===== config.mk =====
export PLATFORM = sky130hd
export DESIGN_NAME = conv3x3_window_mac
export DESIGN_NICKNAME = d
export VERILOG_FILES = /design/src/rtl/conv3x3_window_mac.sv
export SDC_FILE = /design/constraint.sdc
export NUM_CORES = 2
export LEC_CHECK = 0
export BUFFER_PORTS_ARGS = -buffer_cell sky130_fd_sc_hd__buf_2
export CORE_UTILIZATION = 46
export CTS_BUF_LIST = sky130_fd_sc_hd__clkbuf_2
export DETAILED_ROUTE_END_ITERATION = 8
export PLACE_DENSITY_LB_ADDON = 0.3
export SYNTH_ARGS = -nofsm -noshare
export SYNTH_HDL_FRONTEND = slang
export SYNTH_SLANG_ARGS = --single-unit

===== constraint.sdc =====
create_clock -name clock -period 37.5 [get_ports clock]
set_clock_uncertainty 0.15 [all_clocks]
set_input_delay 7.5 -clock clock [delete_from_list [all_inputs] [get_ports clock]]
set_output_delay 7.5 -clock clock [all_outputs]
set_load 0.02 [all_outputs]

===== src/rtl/conv3x3_window_mac.sv =====
// conv3x3_window_mac
// Streaming 3x3 convolution over a raster-order 8-bit pixel stream.
// Two IMG_W-deep row delays feed a 3x3 window. Each valid (non-padded)
// window position produces one signed MAC result. The MAC pipeline is
// two register stages deep and runs every cycle with a valid tag, so
// input bubbles never duplicate or drop results.
// OW must be at least 17 (the width of one product); 20 covers 9*255*(-128).
module conv3x3_window_mac #(
    parameter int IMG_W = 28,
    parameter int IMG_H = 28,
    parameter int OW    = 20
) (
    input  logic          clock,
    input  logic          reset,
    input  logic [7:0]    i_pix_in,
    input  logic          i_pix_valid,
    input  logic          i_w_load,
    input  logic [3:0]    i_w_addr,
    input  logic [7:0]    i_w_data,
    output logic [OW-1:0] o_conv_out,
    output logic          o_conv_valid,
    output logic          o_frame_done
);

    localparam int CW = (IMG_W > 1) ? $clog2(IMG_W) : 1;
    localparam int RW = (IMG_H > 1) ? $clog2(IMG_H) : 1;
    localparam logic [CW-1:0] COL_LAST = CW'(IMG_W - 1);
    localparam logic [RW-1:0] ROW_LAST = RW'(IMG_H - 1);
    localparam logic [CW-1:0] COL_TWO  = CW'(2);
    localparam logic [RW-1:0] ROW_TWO  = RW'(2);

    logic [CW-1:0]       r_col;
    logic [RW-1:0]       r_row;
    logic [7:0]          r_line1 [IMG_W];
    logic [7:0]          r_line2 [IMG_W];
    logic [7:0]          r_win   [3][3];
    logic signed [7:0]   r_k     [9];
    logic signed [16:0]  r_prod  [9];
    logic                r_v0;
    logic                r_last0;
    logic                r_v1;
    logic                r_last1;

    logic                w_win_ok;
    logic                w_at_last;
    logic signed [OW-1:0] w_sum;

    // Window is real (not padded, not straddling a row wrap) only from row 2, column 2 on.
    assign w_win_ok  = (r_row >= ROW_TWO) && (r_col >= COL_TWO);
    assign w_at_last = (r_row == ROW_LAST) && (r_col == COL_LAST);

    // Raster position of the next pixel to be accepted; reset restarts at P(0,0).
    always_ff @(posedge clock) begin
        if (reset) begin
            r_col <= '0;
            r_row <= '0;
        end else if (i_pix_valid) begin
            if (r_col == COL_LAST) begin
                r_col <= '0;
                r_row <= (r_row == ROW_LAST) ? '0 : r_row + 1'b1;
            end else begin
                r_col <= r_col + 1'b1;
            end
        end
    end

    // Row delays and window shift on accepted pixels only; contents are never
    // cleared because the validity tag masks stale data.
    always_ff @(posedge clock) begin
        if (!reset && i_pix_valid) begin
            r_line1[0] <= i_pix_in;
            r_line2[0] <= r_line1[IMG_W-1];
            for (int k = 1; k < IMG_W; k++) begin
                r_line1[k] <= r_line1[k-1];
                r_line2[k] <= r_line2[k-1];
            end
            for (int i = 0; i < 3; i++) begin
                r_win[i][0] <= r_win[i][1];
                r_win[i][1] <= r_win[i][2];
            end
            r_win[0][2] <= r_line2[IMG_W-1];
            r_win[1][2] <= r_line1[IMG_W-1];
            r_win[2][2] <= i_pix_in;
        end
    end

    // Kernel weights; addresses 9..15 fall outside the loop and are ignored.
    always_ff @(posedge clock) begin
        if (reset) begin
            for (int k = 0; k < 9; k++) begin
                r_k[k] <= '0;
            end
        end else if (i_w_load) begin
            for (int k = 0; k < 9; k++) begin
                if (i_w_addr == 4'(k)) begin
                    r_k[k] <= $signed(i_w_data);
                end
            end
        end
    end

    // Valid/last tags travel alongside the data through both MAC stages.
    always_ff @(posedge clock) begin
        if (reset) begin
            r_v0    <= 1'b0;
            r_last0 <= 1'b0;
            r_v1    <= 1'b0;
            r_last1 <= 1'b0;
        end else begin
            r_v0    <= i_pix_valid && w_win_ok;
            r_last0 <= i_pix_valid && w_win_ok && w_at_last;
            r_v1    <= r_v0;
            r_last1 <= r_last0;
        end
    end

    // Stage 1: nine products of a zero-extended pixel and a signed weight.
    // The exact product always fits in 17 signed bits, so truncation is lossless.
    always_ff @(posedge clock) begin
        for (int i = 0; i < 3; i++) begin
            for (int j = 0; j < 3; j++) begin
                r_prod[3*i+j] <= $signed({9'd0, r_win[i][j]}) *
                                 $signed({{9{r_k[3*i+j][7]}}, r_k[3*i+j]});
            end
        end
    end

    // Adder tree over sign-extended products, no saturation.
    always_comb begin
        w_sum = '0;
        for (int k = 0; k < 9; k++) begin
            w_sum = w_sum + $signed({{(OW-17){r_prod[k][16]}}, r_prod[k]});
        end
    end

    // Stage 2: register result; conv_out holds its last value between results.
    always_ff @(posedge clock) begin
        if (reset) begin
            o_conv_out   <= '0;
            o_conv_valid <= 1'b0;
            o_frame_done <= 1'b0;
        end else begin
            o_conv_valid <= r_v1;
            o_frame_done <= r_last1;
            if (r_v1) begin
                o_conv_out <= w_sum;
            end
        end
    end

endmodule

After elaboration in Yosys (flattened, before gate mapping)
Memories as Yosys holds them, arrays and structs flattened.
Cells that the tools add are included.
Cells by class
  multiply operators: 9
  eq/ne operators: 10
  magnitude comparators: 2
  bitwise gates (word level): 9
  add/sub/neg operators: 10
  reduce and logical (&&, ||, !) cells: 8
  muxes and demuxes: 51
Operators by type and width (count)
  $mul 9x8->17: 9
  $add 20x17->20: 5
  $mux 8: 9
  $mux 1: 40
  $add 19x17->20: 1
  $add 18x17->19: 1
  $add 17x17->18: 1
  $eq 4x3->1 const B: 4
  $add 5x1->5 const B: 2
  $eq 5x5->1 const B: 2
  $ge 5x2->1 const B: 2
  $mux 5: 2
  $or 1x1->1: 9
  $eq 4x2->1 const B: 2
  $logic_and 1x1->1: 5
  $eq 4x1->1 const B: 1
  $eq 4x4->1 const B: 1
  $logic_not 4->1: 1
  $reduce_and 2->1: 1
  $logic_not 1->1: 1
Storage, ports and cells
  memories: 5
  logic and storage cells: 113
  bits in writable memories: 745
  output and inout port bits: 22
  bits in registers: 36
Memory list
  r_line1: depth 28, width 8, rd ports 28, clocked after memory_dff 0, write ports 28, line 34  | logic [7:0] r_line1 [IMG_W];
  r_line2: depth 28, width 8, rd ports 28, clocked after memory_dff 0, write ports 28, line 35  | logic [7:0] r_line2 [IMG_W];
  r_prod: depth 9, width 17, rd ports 9, clocked after memory_dff 0, write ports 9, line 38  | logic signed [16:0] r_prod [9];
  r_k: depth 9, width 8, rd ports 9, clocked after memory_dff 0, write ports 9, line 37  | logic signed [7:0] r_k [9];
  r_win: depth 3, width 24, rd ports 3, clocked after memory_dff 0, write ports 3, line 36  | logic [7:0] r_win [3][3];

Longest topological paths before layout
  depth after elaboration: 8
  gate-level depth with buffers: 18
  mapped depth without buffers: 18

Worst setup path before layout
No wires, ideal clock.
  path kind: input port to flip-flop
  start point: input i_pix_valid
  end point: memory r_line1[12][4], in the netlist r_line1[0][100], enable pin
  data required time: 35981 ps
  path slack: 7527 ps
  data arrival time: 28454 ps
  stages: 2
  setup time: 1369 ps
  path through: clkbuf_1 nor2b_1
RTL lines
  start, declared: line 16  | input logic i_pix_valid,
  end, declared: line 34

Worst setup path after layout
  start point: register o_conv_out[6]
  end point: output o_conv_out[6]
RTL lines
  start, declared: line 20  | output logic [OW-1:0] o_conv_out,
  start signal, assigned: line 146  | o_conv_out <= w_sum;
No word-level cell between the ends.

==> run metrics <==
FMAX=slightly above 100 MHz; Reg area=20,120 um^2; crit path capture=o_conv_out[6]; area grow syn2layout=8.127%; RePlAce Congestion=~0.88; layout cells sized above 1=0.09137; syn_nets=roughly 4.5k; htree depth=4; core box area=~95,000 um^2; most frequent cells in the layout=inv_1 (737), edfxtp_1 (544), fa_1 (454); cts-stage hold buffer count=0; chip height=between 300 and 400 um; Mapped Area=approximately 44,000 um^2; EDFF count, synth=544; register area share after synthesis=0.4538; DR top layer=met4; first-pass GRT wire length=140,600 um; Period minus WS final=between 9 and 10 ns; Synth Flop Type=edfxtp_1; Final Cycle Share=0.2583; Setup TNS Final=0 ns; DRT Pass-1 Iters=5; M1 WL=between 40,000 and 50,000 um; DRC=0; largest net degree at the start of global routing=around 180; initial cell density of the core=0.4653; Post-CTS Setup Bufs=0; cell accounting for the most synthesized area=edfxtp_1; post-synthesis mux area share=0.003161; Syn Inst Count=3,582; RSZ-0062 raised after global routing=false; number of unique standard cell types used by synthesis=63; crit path kind=reg -> out; Crit. Startpoint=o_conv_out[6]$_SDFFE_PP0P_; Die Wd=about 310 um; # rows=around 110; Total Wirelength=87,770 um; Max-cap violations=0; total I/O pin count=between 40 and 50; FF+latch count, synth=around 730; die area=around 98,000 um^2; via count=around 25k; hold_ws=approximately 0.23 ns; status=finished clean; average size of a mapped cell=~12 um^2; Yosys top cell area share=0.3684; ANT nets after route=0; endpoints failing hold=0; Synthesis Warnings=0; post-synthesis simple-gate area fraction=0.09911; routed wl met2=~41,000 um; main combinational cell family by area after synthesis=adder cells; Slew Limit Headroom=0.3454; CTS clk-pin slew, worst paths=~0.11 ns; Slew @ Worst Pin=0.9819 ns; gr usage total=0.1880; TritonCTS clock tree=built; required time worst endpoint=just under 30 ns; CTS buffer count=181; Met3 Wirelength=between 4000 and 5000 um; vias in the first global route=between 20k and 30k; Clock Latency Late Sink=about 1.5 ns; Worst Path Buf+Inv=1; average via count per standard cell=about 4.9; worst reg2reg path endpoint=o_conv_out[16]$_SDFFE_PP0P_; post-detail-place hpwl=between 60,000 and 70,000 um; I/O Buffers=45; root buffer cell=clkbuf_2; Hold WC Path Type=reg -> reg; R2R cell count=17; Post-synth ARST share=0; worst path arrival time=2.04 ns; crit start category=flop; XOR/XNOR Fraction of Synth Area=0.02054; Post-CTS Resized=0; Synth Area in Adders=0.3210; CP peak stage delay=around 0.36 ns; crit path max-delay cell type=dfxtp_1; CP Max Fanout=2; drt wl/cell=between 15 and 20 um; Nets=about 4.7k; worst-case clock buffer depth=3; Multi-input gate area=roughly 21,000 um^2; CTS Sinks=about 730; Synth area leaders=edfxtp_1 (37%), fa_1 (20%), ha_1 (12%); commonest non-fill, non-tap cell in the layout=inv_1; Final WS setup=27.81 ns; Setup-failing EPs final=0; grt ovf=0; fill cell count=8,523; DP Worst Slack=about 26 ns; Iteration-0 DRC Markers=roughly 1.3k; Final Max Tran Viols=0; Compound-Gate Fraction of Synth Area=0.03922; FF-to-FF Start=r_prod[0][53]$_DFF_P_; CP top delay family=flip-flops; reg2reg setup slack=between 30 and 40 ns; critical path depth in cells=1; crit path capture type=primary output; critical path, cell by cell=buf_2; initial antenna violation count=5
logic make-up (layout without fill, tap and decap cells):
| family | after synthesis | in the layout |
|---|---|---|
| compound gates | 259 | 259 |
| xor+xnor | 104 | 104 |
| fa+ha+maj | 865 | 865 |
| buf+inv | 747 | 1116 |
| flops | 733 | 733 |
| mux | 14 | 14 |
| other cells | 0 | 11 |
| simple gates | 860 | 860 |
cells in the mapped netlist (all sizes together), types with 6 or more instances:
cell,instances
a21oi,69
edfxtp,544
o21a,22
o311ai,9
nor2,126
a21o,34
and2,316
a31o,12
o21ai,49
o21bai,11
nand2b,47
nor2b,23
nor3,41
nand4,6
clkbuf,7
nand2,258
fa,454
a211oi,11
inv,737
xnor2,67
ha,411
xor2,37
nand3,13
mux2i,14
dfxtp,189
o31a,7
or4,9
registers in the layout, summed over array words and instances, names as in the netlist:
signal	flops
r_last1	1
r_line1	201
r_prod	153
r_last0	1
r_line2	200
o_frame_done	1
o_conv_valid	1
r_v1	1
r_win	71
r_k	72
r_row	5
r_col	5
o_conv_out	20
r_v0	1
through the flow:
stage | util | area (um^2) | instances
floorplan | - | 44340 | 3582
finish | 0.5031 | 47940 | 5227
global placement | 0.4847 | 46190 | 4888
CTS | 0.5028 | 47910 | 5216
detailed placement | 0.4847 | 46190 | 4888
global route | 0.5030 | 47930 | 5223
worst min-delay path by stage:
stage / startpoint / end / slack (ns) / cells past startpoint
3_5_place_dp: r_line1[0][40]$_DFFE_PP_ / r_line1[0][48]$_DFFE_PP_ / 0.25 / 0
3_3_place_gp: r_line1[1][88]$_DFFE_PP_ / r_win[0][24]$_DFFE_PP_ / 0.25 / 0
4_1_cts: r_line1[1][52]$_DFFE_PP_ / r_line1[1][60]$_DFFE_PP_ / 0.23 / 0
5_1_grt: r_line1[1][10]$_DFFE_PP_ / r_line1[1][18]$_DFFE_PP_ / 0.24 / 0
6_report: r_line1[0][82]$_DFFE_PP_ / r_line1[0][90]$_DFFE_PP_ / 0.23 / 0
2_1_floorplan: r_line1[0][92]$_DFFE_PP_ / r_line1[0][100]$_DFFE_PP_ / 0.25 / 0
routing by layer:
layer / vias up / GRT usage
li1: 12152 / -
met4: 0 / 0.06127
met5: - / 0
met3: 126 / 0.03597
met1: 12689 / 0.2626
met2: 524 / 0.2960
cell type report:
class                           instances  area share
Multi-Input combinational cell       2102      0.4469
Sequential cell                       733      0.4197
Inverter                              737     0.05770
Tap cell                             1265     0.03301
Clock buffer                          253     0.02641
Clock inverter                         75    0.009630
Timing Repair Buffer                   51    0.006159
Antenna cell                           11   0.0005742
Power is not shown: default switching activity piles up to over one toggle a cycle in this logic, so the estimate is an artifact.
